File: config.mk
export PLATFORM = sky130hd
export DESIGN_NAME = vc_arb2_buf_sd
export DESIGN_NICKNAME = d
export VERILOG_FILES = /design/src/rtl/vc_arb2_buf_sd.sv
export SDC_FILE = /design/constraint.sdc
export NUM_CORES = 1
export LEC_CHECK = 0
export CAP_MARGIN = 10
export CORE_MARGIN = 2
export CORE_UTILIZATION = 39
export CTS_BUF_LIST = sky130_fd_sc_hd__clkbuf_8
export CTS_CLUSTER_SIZE = 8
export DETAILED_ROUTE_END_ITERATION = 8
export PLACE_DENSITY_LB_ADDON = 0.25
export SLEW_MARGIN = 20
export SYNTH_ARGS = -nofsm -noshare
export SYNTH_HDL_FRONTEND = slang
export SYNTH_SLANG_ARGS = --single-unit
File: constraint.sdc
create_clock -name clk -period 2 [get_ports clk]
set_clock_uncertainty 0.1 [all_clocks]
set_input_delay 0.2 -clock clk [delete_from_list [all_inputs] [get_ports clk]]
set_output_delay 0.2 -clock clk [all_outputs]
set_load 0.01 [all_outputs]
File: src/rtl/vc_arb2_buf_sd.sv
// vc_arb2_buf_sd: two-requester round-robin arbiter with a one-entry output buffer.
// It selects one of two val/rdy message streams and registers the winner, so the
// consumer sees a registered val/rdy stream. Throughput is one message per cycle.
// All control (val/rdy/sel/prio) is derived from low-security signals only. Message
// data carries the label given by 'domain'.
//
// Ports:
//   clk, reset         clock; asynchronous active-low reset
//   domain             security domain of all message data this cycle
//   in0_val/rdy/msg    requester 0 stream (in0_rdy is combinational)
//   in1_val/rdy/msg    requester 1 stream (in1_rdy is combinational)
//   out_val/rdy/msg    buffered output stream (out_val/out_msg registered)
//   out_sel            source of the buffered message (0 = in0, 1 = in1)
//
// Optional build macro VC_ARB2_BUF_SD_DOMAIN_SCRUB_EN: when domain changes, the stage
// blocks input for one cycle and clears the buffer and the priority. Without the
// macro, domain must stay stable while out_val is high.

module vc_arb2_buf_sd #(
  parameter int unsigned p_nbits = 32
) (
  input  logic               clk,
  input  logic               reset,
  input  logic               domain,
  input  logic               in0_val,
  output logic               in0_rdy,
  input  logic [p_nbits-1:0] in0_msg,
  input  logic               in1_val,
  output logic               in1_rdy,
  input  logic [p_nbits-1:0] in1_msg,
  output logic               out_val,
  input  logic               out_rdy,
  output logic [p_nbits-1:0] out_msg,
  output logic               out_sel
);

  logic               out_val_reg;
  logic [p_nbits-1:0] out_msg_reg;
  logic               out_sel_reg;
  logic               prio;

  logic               scrub;
  logic               can_accept;
  logic               any_val;
  logic               grant;
  logic               xfer;
  logic [p_nbits-1:0] sel_msg;

`ifdef VC_ARB2_BUF_SD_DOMAIN_SCRUB_EN
  logic prev_domain;

  // Track the previous cycle's domain so that a label change can be detected.
  always_ff @(posedge clk or negedge reset) begin
    if (!reset) prev_domain <= 1'b0;
    else        prev_domain <= domain;
  end

  assign scrub = (domain != prev_domain);
`else
  assign scrub = 1'b0;

  // A buffered message must never be relabelled by a domain change.
  domain_stable_while_valid: assert property (
    @(posedge clk) disable iff (!reset) out_val_reg |-> $stable(domain)
  );
`endif

  // Grant and handshakes. Reset is included, so nothing is accepted while reset is held.
  always_comb begin
    can_accept = reset & (~out_val_reg | out_rdy) & ~scrub;
    any_val    = in0_val | in1_val;
    grant      = (in0_val & in1_val) ? prio : in1_val;
    in0_rdy    = can_accept & any_val & ~grant;
    in1_rdy    = can_accept & any_val & grant;
    xfer       = in0_rdy | in1_rdy;
    sel_msg    = grant ? in1_msg : in0_msg;
  end

  // Output buffer and round-robin priority. Priority flips only on a real transfer.
  always_ff @(posedge clk or negedge reset) begin
    if (!reset) begin
      out_val_reg <= 1'b0;
      out_msg_reg <= '0;
      out_sel_reg <= 1'b0;
      prio        <= 1'b0;
    end else if (scrub) begin
      out_val_reg <= 1'b0;
      out_msg_reg <= '0;
      out_sel_reg <= 1'b0;
      prio        <= 1'b0;
    end else if (xfer) begin
      out_val_reg <= 1'b1;
      out_msg_reg <= sel_msg;
      out_sel_reg <= grant;
      prio        <= ~grant;
    end else if (out_rdy) begin
      out_val_reg <= 1'b0;
    end
  end

  assign out_val = out_val_reg;
  assign out_msg = out_msg_reg;
  assign out_sel = out_sel_reg;

endmodule

* Word-level counts from Yosys, hierarchy flattened
Index checks and enable logic that the tools add are counted.
Operators by class: bitwise gates (word level) 10, add/subtract/negate cells 0, mux-type cells 4, shift operators 0, div/mod/pow operators 0, eq/ne operators 0, $lt $le $gt $ge 0, multiply operators 0, reduce and logical (&&, ||, !) cells 1
Operator list (count):
- 32-bit 2-to-1 mux | 1
- 1-bit bitwise AND | 5
- 1-bit 2-to-1 mux | 3
- 1-bit OR | 3
- 1-bit NOT | 2
- 2-bit nonzero test | 1
Word-level totals: word-level logic and storage cells 19, RAM bits 0, output and inout port bits 36, input bits 70, bits in read-only memories 0, flip-flop bits (word level) 35, bits in latches 0, memories kept 0

* Logic depth before layout (Yosys ltp)
Gate-level depths: netlist of run 1.
depth in word-level cells 7, gate-level depth with buffers 6, mapped depth without buffers 3

* Least setup slack after synthesis of run 1
Ideal clock, no wire load.
path type register to register, start reg out_val_reg (netlist: out_val), end reg out_msg_reg[10] (netlist: out_msg[10]), cell stages (with the launch flop) 7, period minus slack after synthesis 1.647 ns, path slack 0.353 ns, arrival 1.421 ns, required time 1.774 ns, path buffers 3, cell sequence dfrtp_1 -> nor2b_2 -> buf_4 -> and4b_1 -> buf_6 -> buf_6 -> a221o_1
Between the ends: word-level cells in the longest chain between the ends 6, elaborated cells on any way between the ends 7
Ends and longest elaborated chain:
- start: declaration | line 37 | logic out_val_reg;
- start signal: assignment | line 82 | out_val_reg <= 1'b0;
- start signal: assignment | line 87 | out_val_reg <= 1'b0;
- start signal: assignment | line 92 | out_val_reg <= 1'b1;
- 1-bit NOT | line 70 | can_accept = reset & (~out_val_reg | out_rdy) & ~scrub;
- 1-bit OR | line 70
- 1-bit bitwise AND | line 70
- 1-bit bitwise AND (2 in series) | line 73 | in0_rdy = can_accept & any_val & ~grant;
- named net in0_rdy | line 26 | output logic in0_rdy,
- 1-bit OR | line 75 | xfer = in0_rdy | in1_rdy;
- end signal: assignment | line 93 | out_msg_reg <= sel_msg;
- end: declaration | line 38 | logic [p_nbits-1:0] out_msg_reg;
The timed path passes the listed nets, and every way through them passes these cells. A chain may end at the register's enable or synchronous reset.

* Worst setup path after layout of run 1
start in reset, end reg out_msg_reg[19] (netlist: out_msg[19])
Between the ends: word-level cells in the longest chain between the ends 4, elaborated cells on any way between the ends 5
Ends and longest elaborated chain:
- start: declaration | line 23 | input logic reset,
- 1-bit bitwise AND * | line 70
- 1-bit bitwise AND * | line 73, 74
- 1-bit bitwise AND (on tied branches) | line 73, 74
- 1-bit OR * | line 75
Mark *: on every way between the ends. The rest lies on a longest branch, timed or not.

==> results of run 1 <==
[kinds of logic after synthesis]
logic type | share of synthesized area
buf+inv | 0.0683
flops | 0.488
simple gates | 0.246
compound gates | 0.198
[area by class of cell]
type	count	area share
clock inverter	3	0.00547
tap	52	0.0219
clock buffer	5	0.0231
multi-input combinational	105	0.269
inverter	1	0.00126
timing repair buffer	115	0.385
sequential	35	0.294
[critical path, delay by kind of cell]
kind | cells | cell delay [ps]
AO/OA/AOI/OAI | 2 | 500
buffers and inverters | 4 | 1190
[placed cells by master (no fill, tap or decap), drive strengths merged]
master / netlist / final
clkdlybuf4s50: 0 / 101
dfrtp: 35 / 35
nand2: 33 / 33
nor4b: 32 / 32
a221o: 32 / 32
buf: 7 / 11
clkbuf: 15 / 5
nor2b: 2 / 2
inv: 1 / 2
a21o: 2 / 2
dlygate4sd2: 0 / 2
and4bb: 1 / 1
and4b: 1 / 1
o221ai: 1 / 1
o21ai: 1 / 1
clkinvlp: 0 / 1
clkinv: 0 / 1
dlygate4sd3: 0 / 1
[power by group through the flow]
| stage | clock network (mW) | logic (mW) | registers (mW) |
|---|---|---|---|
| after floorplan | 0 | 0.267 | 1.01 |
| after global placement | 0 | 0.833 | 0.943 |
| after detailed placement | 0 | 0.841 | 0.946 |
| after CTS | 0.511 | 0.844 | 0.937 |
| after global routing | 0.551 | 0.890 | 0.955 |
| final | 0.500 | 0.837 | 0.937 |
[path summary, 6_finish.rpt]
path / slack [ps] / to / depth (start not counted)
hold / removal: 380 / out_msg[18]$_DFFE_PN0P_ / 3
max in group asynchronous: 1150 / out_msg[1]$_DFFE_PN0P_ / 3
setup / recovery: 160 / out_msg[19]$_DFFE_PN0P_ / 6
setup reg to reg: 370 / out_msg[21]$_DFFE_PN0P_ / 4
min in group clk: 380 / out_sel$_DFFE_PN0P_ / 1
hold reg to reg: 380 / out_sel$_DFFE_PN0P_ / 1
[stage by stage]
| step | hold slack (ps) | instance area [sq um] | instances | util | power (mW) |
|---|---|---|---|---|---|
| detailed placement | 173 | 2880 | 307 | 0.657 | 1.79 |
| global placement | 159 | 2880 | 307 | 0.657 | 1.78 |
| global route | 410 | 2970 | 316 | 0.678 | 2.40 |
| floorplan | -196 | 1800 | 163 | - | 1.27 |
| finish | 380 | 2970 | 316 | 0.678 | 2.27 |
| CTS | 382 | 2970 | 316 | 0.678 | 2.29 |
[layer usage]
layer	GRT usage	up-vias	share of wire
met5	0	-	0
met4	0.0503	0	0.0056
met3	0.0605	4	0.065
met2	0.347	66	0.49
met1	0.280	874	0.44
li1	-	839	-
[repair_timing]
action / in CTS / in global routing
endpoints found under the setup margin: 2 / 0
hold buffers: 1 / 0
hold endpoints to repair: 35 / 0
gates resized for setup: 3 / 0
==> impl_results.rst, run 1 <==
.. list-table::
   :header-rows: 1

   * - Metric
     - Value
   * - Status
     - finished, final reports clean
   * - Die Area
     - slightly above 5000 sq um
   * - Class of the most critical hold timing path
     - primary input to async pin
   * - Clock network fraction of design power
     - 0.220
   * - Max stage delay on crit path
     - between 500 and 600 ps
   * - WP data required
     - 2060 ps
   * - Post-route DRC violation count
     - 0
   * - Part of the total power dissipated in sequential elements
     - 0.412
   * - Period Utilization, post-route
     - 0.920
   * - Layout area overhead
     - 65.6%
   * - Clock-pin transition on the worst setup and hold timing paths
     - 80 ps
   * - H-Tree Level Count
     - 2
   * - Antenna Violating Nets Remaining
     - 0
   * - Die width
     - 71.9 um
   * - Leading post-synthesis cells by instance count
     - 35 x sky130_fd_sc_hd__dfrtp_1, 33 x sky130_fd_sc_hd__nand2_1, 32 x sky130_fd_sc_hd__a221o_1, 32 x sky130_fd_sc_hd__nor4b_1, 15 x sky130_fd_sc_hd__clkbuf_1
   * - Via count of the routed design
     - about 1800
   * - Worst EP arrival
     - approximately 1900 ps
   * - Worst Setup Path Type
     - primary input to register
   * - Net switching power figure
     - 0.669 mW
   * - IO Port Bufs
     - approximately 100
   * - Proportion of register bits with asynchronous set or reset after synthesis
     - 1.00
   * - Count of clock tree sinks
     - 35
   * - Sort of element at the start of the critical path
     - primary input
   * - Fin crit period
     - 1840 ps
   * - Int Pwr
     - between 1.5 and 2 mW
   * - Mean post-synth cell area
     - approximately 11 sq um
   * - Final worst setup slack
     - roughly 160 ps
   * - # IOs
     - 106
   * - Post-CTS setup repair buffer count
     - 0
   * - CP cell instances
     - dlygate4sd3_1 -> buf_2 -> buf_4 -> o221ai_2 -> buf_12 -> a221o_1
   * - Commonest register cell after synthesis
     - sky130_fd_sc_hd__dfrtp_1
   * - EDFF count, synth
     - 0
   * - CTS root buf
     - sky130_fd_sc_hd__clkbuf_8
   * - Vertical die dimension
     - between 70 and 80 um
   * - Initial DRC Count
     - 91
   * - Max FFs per register
     - 32
   * - Mapped cell area
     - between 1500 and 2000 sq um
   * - Worst skew pair latency
     - 280 ps
   * - Estimated wirelength of the detail-placed design
     - 3690 um
   * - Sequential cell area fraction in the yosys report
     - 0.488
   * - GR Overflow Total
     - 0
   * - Final net count
     - 333
   * - Pwr/cell area
     - roughly 760 nW/um^2
   * - Net count after synthesis
     - 233
   * - Cell count after synthesis
     - 163
   * - Routability congestion estimate from global placement
     - 0.730
   * - Number of antenna violations at the first check in global routing
     - 0
   * - Share of total power consumed by net switching
     - 0.294
   * - Number of global-route vias before repair
     - roughly 1700
   * - DRT Pass-1 Iters
     - 4
   * - Register bit count reported by yosys
     - 35
   * - First-pass GRT wire length
     - ~8600 um
   * - YS warnings
     - 0
   * - Number of filler instances in the final layout
     - 359
   * - Total negative setup slack
     - 0 ps
   * - Number of different library cells in the post-synthesis netlist
     - 16
   * - Count of pins over their slew limit
     - 0
   * - Combined area of the multi-input logic cells
     - 801 sq um
   * - Number of rows created at floorplan
     - 24
   * - Synth top area share
     - 0.488
   * - Clock tree from TritonCTS
     - done
   * - Largest net degree at the start of global routing
     - 36
   * - Top cell type by total area after synthesis
     - sky130_fd_sc_hd__dfrtp_1
   * - Maximum clock path buffer count
     - 2
   * - Total global-route track usage
     - 0.212
   * - Relative contribution of combinational cells to total power
     - 0.368
   * - Beginning of the worst register-to-register path
     - out_val$_DFFE_PN0P_
   * - Maximum operating frequency
     - 543 MHz
   * - Tightest Pin Transition
     - 353 ps
   * - Avg WL per Cell
     - 17.5 um
   * - Leading cell types by total area after synthesis
     - sky130_fd_sc_hd__dfrtp_1 49%, sky130_fd_sc_hd__a221o_1 18%, sky130_fd_sc_hd__nor4b_1 16%
   * - Number of CTS-inserted buffers
     - 5
   * - Placeable core region
     - between 4000 and 5000 sq um
   * - Final setup violation count
     - 0
   * - Max IR drop VDD
     - 0.364 mV
   * - Proportion of layout cells with a drive suffix above 1
     - 0.0871
   * - Count of final hold-check violations
     - 0
   * - Via density per instance
     - 5.64
   * - Effective utilization at floorplan
     - 0.410
   * - Sequential cell area
     - 876 sq um
   * - CP Capture Type
     - register
   * - Aggregate routed wire length
     - between 5000 and 6000 um
   * - Max-Slew Margin vs Limit
     - 0.765
   * - # diodes
     - 0
   * - Leakage
     - approximately 1.2 nW
   * - Max_cap viols
     - 0
   * - Worst Path Max Fanout
     - 34
   * - Worst setup path startpoint
     - reset
   * - Crit-path slowest cell
     - sky130_fd_sc_hd__dlygate4sd3_1
   * - Most numerous cell in the Yosys netlist
     - sky130_fd_sc_hd__dfrtp_1
   * - Setup Slack @ Placement
     - 4.18 ps
   * - RSZ-0062 raised after global routing
     - no
No activity file was read; power rests on OpenSTA's default activity.
==> run 2: changes to the inputs <==
--- a/config.mk
+++ b/config.mk
@@ -11,7 +11,7 @@
 export CTS_BUF_LIST = sky130_fd_sc_hd__clkbuf_8
 export CTS_CLUSTER_SIZE = 8
 export DETAILED_ROUTE_END_ITERATION = 8
-export PLACE_DENSITY_LB_ADDON = 0.25
+export PLACE_DENSITY_LB_ADDON = 0.3
 export SLEW_MARGIN = 20
 export SYNTH_ARGS = -nofsm -noshare
 export SYNTH_HDL_FRONTEND = slang
==> constraint.sdc (replaced) <==
create_clock -name clk -period 2 [get_ports clk]
set_clock_uncertainty 0.1 [all_clocks]
set_input_delay 0.3 -clock clk [delete_from_list [all_inputs] [get_ports clk]]
set_output_delay 0.3 -clock clk [all_outputs]
set_load 0.01 [all_outputs]
==> run 2 against run 1 <==
  * Hold slack lost 340 ps
  * Non-clock buffer count up 5
  * Via count up 2.7%
  * Combinational power hardly changed
  * Fmax shrank 3.8%
  * Design area is 0.38% higher
  * Count of clock-buffer cells in the layout is the same
  * Register-to-register slack lost 80 ps
  * Critical endpoint is now in1_rdy
  * Largest cell class unchanged
  * Largest power group unchanged
==> impl_results.rst, run 2 (same netlist as run 1, synthesis figures left out) <==
.. list-table::
   :header-rows: 1

   * - Metric
     - Value
   * - R2r endpoint
     - out_msg[0]$_DFFE_PN0P_
   * - Count of clock tree sinks
     - 35 (unchanged)
   * - Sort of element at the start of the critical path
     - primary input
   * - Most common cell after layout, fill and taps aside
     - sky130_fd_sc_hd__clkdlybuf4s50_1
   * - Count of final hold-check violations
     - 0 (unchanged)
   * - WP data required
     - 1600 ps (-460 ps)
   * - Placed cells
     - 311 (+1.3%)
   * - Worst EP arrival
     - 1510 ps (-390 ps)
   * - Maximum clock path buffer count
     - 2 (unchanged)
   * - Leakage
     - 1.21 nW (+1.7%)
   * - Number of standard cells in the layout, taps in and fillers out
     - 321 (+1.6%)
   * - Final setup violation count
     - 0 (unchanged)
   * - CTS root buf
     - sky130_fd_sc_hd__clkbuf_8
   * - # IOs
     - 106 (unchanged)
   * - Setup Slack @ Placement
     - -170 ps (-175 ps)
   * - H-Tree Level Count
     - 2 (unchanged)
   * - # diodes
     - 0 (unchanged)
   * - Fin crit period
     - 1910 ps (+71.9 ps)
   * - Period Utilization, post-route
     - 0.956 (+0.0360)
   * - Max stage delay on crit path
     - 510 ps (about the same)
   * - Cells on worst reg2reg path
     - 4 (unchanged)
   * - Bufs and invs on worst path
     - 2 (-2)
   * - Vertical die dimension
     - 71.9 um (unchanged)
   * - GR Overflow Total
     - 0 (unchanged)
   * - Max_cap viols
     - 0 (unchanged)
   * - Max FFs per register
     - 32 (unchanged)
   * - CP cell instances
     - clkdlybuf4s50_1 -> nor2b_2 -> and4bb_2 -> dlygate4sd2_1
   * - Max IR drop VDD
     - 0.416 mV (+14%)
   * - Class of the most critical hold timing path
     - primary input to async pin
   * - IO Port Bufs
     - 104 (unchanged)
   * - Antenna Violating Nets Remaining
     - 0 (unchanged)
   * - Worst Setup Path Type
     - primary input to primary output
   * - CP Capture Type
     - primary output
   * - Kind of cell adding the most delay to the critical path
     - buffers and inverters
   * - Clock tree from TritonCTS
     - done
   * - Die Area
     - 5160 sq um (unchanged)
   * - Via density per instance
     - 5.71 (+1.1%)
   * - Number of CTS-inserted buffers
     - 5 (unchanged)
   * - Die width
     - 71.9 um (unchanged)
   * - Count of pins over their slew limit
     - 0 (unchanged)
   * - Worst skew pair latency
     - 280 ps (about the same)
   * - Number of rows created at floorplan
     - 24 (unchanged)
   * - Total global-route track usage
     - 0.229 (+0.0167)
   * - Number of global-route vias before repair
     - 1852 (+7.2%)
   * - Dpl cell area
     - 2890 sq um (+0.17%)
   * - Beginning of the worst register-to-register path
     - out_val$_DFFE_PN0P_
   * - Maximum operating frequency
     - 523 MHz (-3.8%)
   * - Estimated wirelength of the detail-placed design
     - 3840 um (+4.0%)
   * - DRT Pass-1 Iters
     - 4 (unchanged)
   * - Routability congestion estimate from global placement
     - 0.750 (+2.7%)
   * - Avg WL per Cell
     - 17.6 um (+0.47%)
   * - Proportion of layout cells with a drive suffix above 1
     - 0.0967 (+0.00953)
   * - RSZ-0062 raised after global routing
     - no
   * - Number of antenna violations at the first check in global routing
     - 0 (unchanged)
   * - Status
     - finished, final reports clean
   * - Layout area overhead
     - 66.3%
   * - Post-layout util
     - 0.681 (+0.00257)
   * - Initial DRC Count
     - 127 (+40%)
   * - Placeable core region
     - 4380 sq um (unchanged)
   * - Aggregate routed wire length
     - 5640 um (+2.1%)
   * - Effective utilization at floorplan
     - 0.410 (unchanged)
   * - Clock-pin transition on the worst setup and hold timing paths
     - 70 ps (about the same)
   * - Worst Path Max Fanout
     - 3 (-91%)
   * - Final worst setup slack
     - 87.9 ps (-71.9 ps)
   * - Via count of the routed design
     - 1832 (+2.7%)
   * - Finished layout cell area
     - 2990 sq um (+0.38%)
   * - Largest net degree at the start of global routing
     - 37 (+2.8%)
   * - Max-Slew Margin vs Limit
     - 0.767 (+0.00270)
   * - R2R setup slack
     - 290 ps (-80 ps)
   * - Commonest non-fill, non-tap cells in the layout
     - 101 x sky130_fd_sc_hd__clkdlybuf4s50_1, 35 x sky130_fd_sc_hd__dfrtp_1, 33 x sky130_fd_sc_hd__nand2_1
   * - Final net count
     - 338 (+1.5%)
   * - Post-route DRC violation count
     - 0 (unchanged)
   * - First-pass GRT wire length
     - 9310 um (+8.0%)
   * - Tightest Pin Transition
     - 344 ps (-8.90 ps)
   * - Pwr/cell area
     - 753 nW/um^2 (-1.5%)
   * - Crit-path slowest cell
     - sky130_fd_sc_hd__clkdlybuf4s50_1
## run 2: metrics by stage
stage	setup TNS (ps)	total power, mW	hold WS, ps
floorplan	0	1.27	-95.6
global placement	-272	1.77	49.5
detailed placement	-843	1.78	55.0
CTS	0	2.27	17.1
global route	0	2.37	40.1
finish	0	2.25	39.3
## run 2: worst register-to-register path, cell delays in order (launching register included)
cell and delay, ps:
sky130_fd_sc_hd__dfrtp_1 380, sky130_fd_sc_hd__nor2b_2 210, sky130_fd_sc_hd__and4b_2 280, sky130_fd_sc_hd__buf_4 230, sky130_fd_sc_hd__a221o_1 380
## run 2: how the worst max path moves through the flow
stage | start | endpoint | slack, ps | depth (start not counted)
3_3_place_gp | in0_val | in1_rdy | -140 | 4
6_report | in0_val | in1_rdy | 90 | 4
3_5_place_dp | out_rdy | in0_rdy | -170 | 4
5_1_grt | in0_val | in1_rdy | 60 | 4
4_1_cts | in0_val | in1_rdy | 100 | 4
2_1_floorplan | out_val$_DFFE_PN0P_ | out_msg[10]$_DFFE_PN0P_ | 350 | 6
## run 2: layout make-up
cell class,instances,area (sq um)
clock inverter,3,12.5
multi-input combinational,105,801
timing repair buffer,120,1160
fill,365,1400
tap,52,65.1
clock buffer,5,68.8
sequential,35,876
inverter,1,3.75
## run 2: power breakdown
part | leakage, nW | internal [mW] | total [mW] | switching (mW)
clock | 0.0505 | 0.234 | 0.477 | 0.243
combinational | 0.731 | 0.516 | 0.837 | 0.321
sequential | 0.433 | 0.851 | 0.935 | 0.0843
## run 2: timing repair
item | CTS | global route
endpoints found under the setup margin | 2 | 0
endpoints found under the hold margin | 4 | 0
hold buffers | 2 | 0
resized for setup | 3 | 0
setup buffers | 0 | 0
## run 2: routing by layer
layer | wire, um | track usage
met1 | 2550 | 0.315
met2 | 2650 | 0.364
met3 | 384 | 0.0577
met4 | 57 | 0.0566
met5 | 0 | 0
==> run 3: changes to the inputs <==
--- a/config.mk
+++ b/config.mk
@@ -5,7 +5,6 @@
 export SDC_FILE = /design/constraint.sdc
 export NUM_CORES = 1
 export LEC_CHECK = 0
-export CAP_MARGIN = 10
 export CORE_MARGIN = 2
 export CORE_UTILIZATION = 39
 export CTS_BUF_LIST = sky130_fd_sc_hd__clkbuf_8
@@ -16,3 +15,4 @@
 export SYNTH_ARGS = -nofsm -noshare
 export SYNTH_HDL_FRONTEND = slang
 export SYNTH_SLANG_ARGS = --single-unit
+export TNS_END_PERCENT = 50
==> results of run 3 <==
No change in the layout: final DEF, timing and power equal those of run 2.
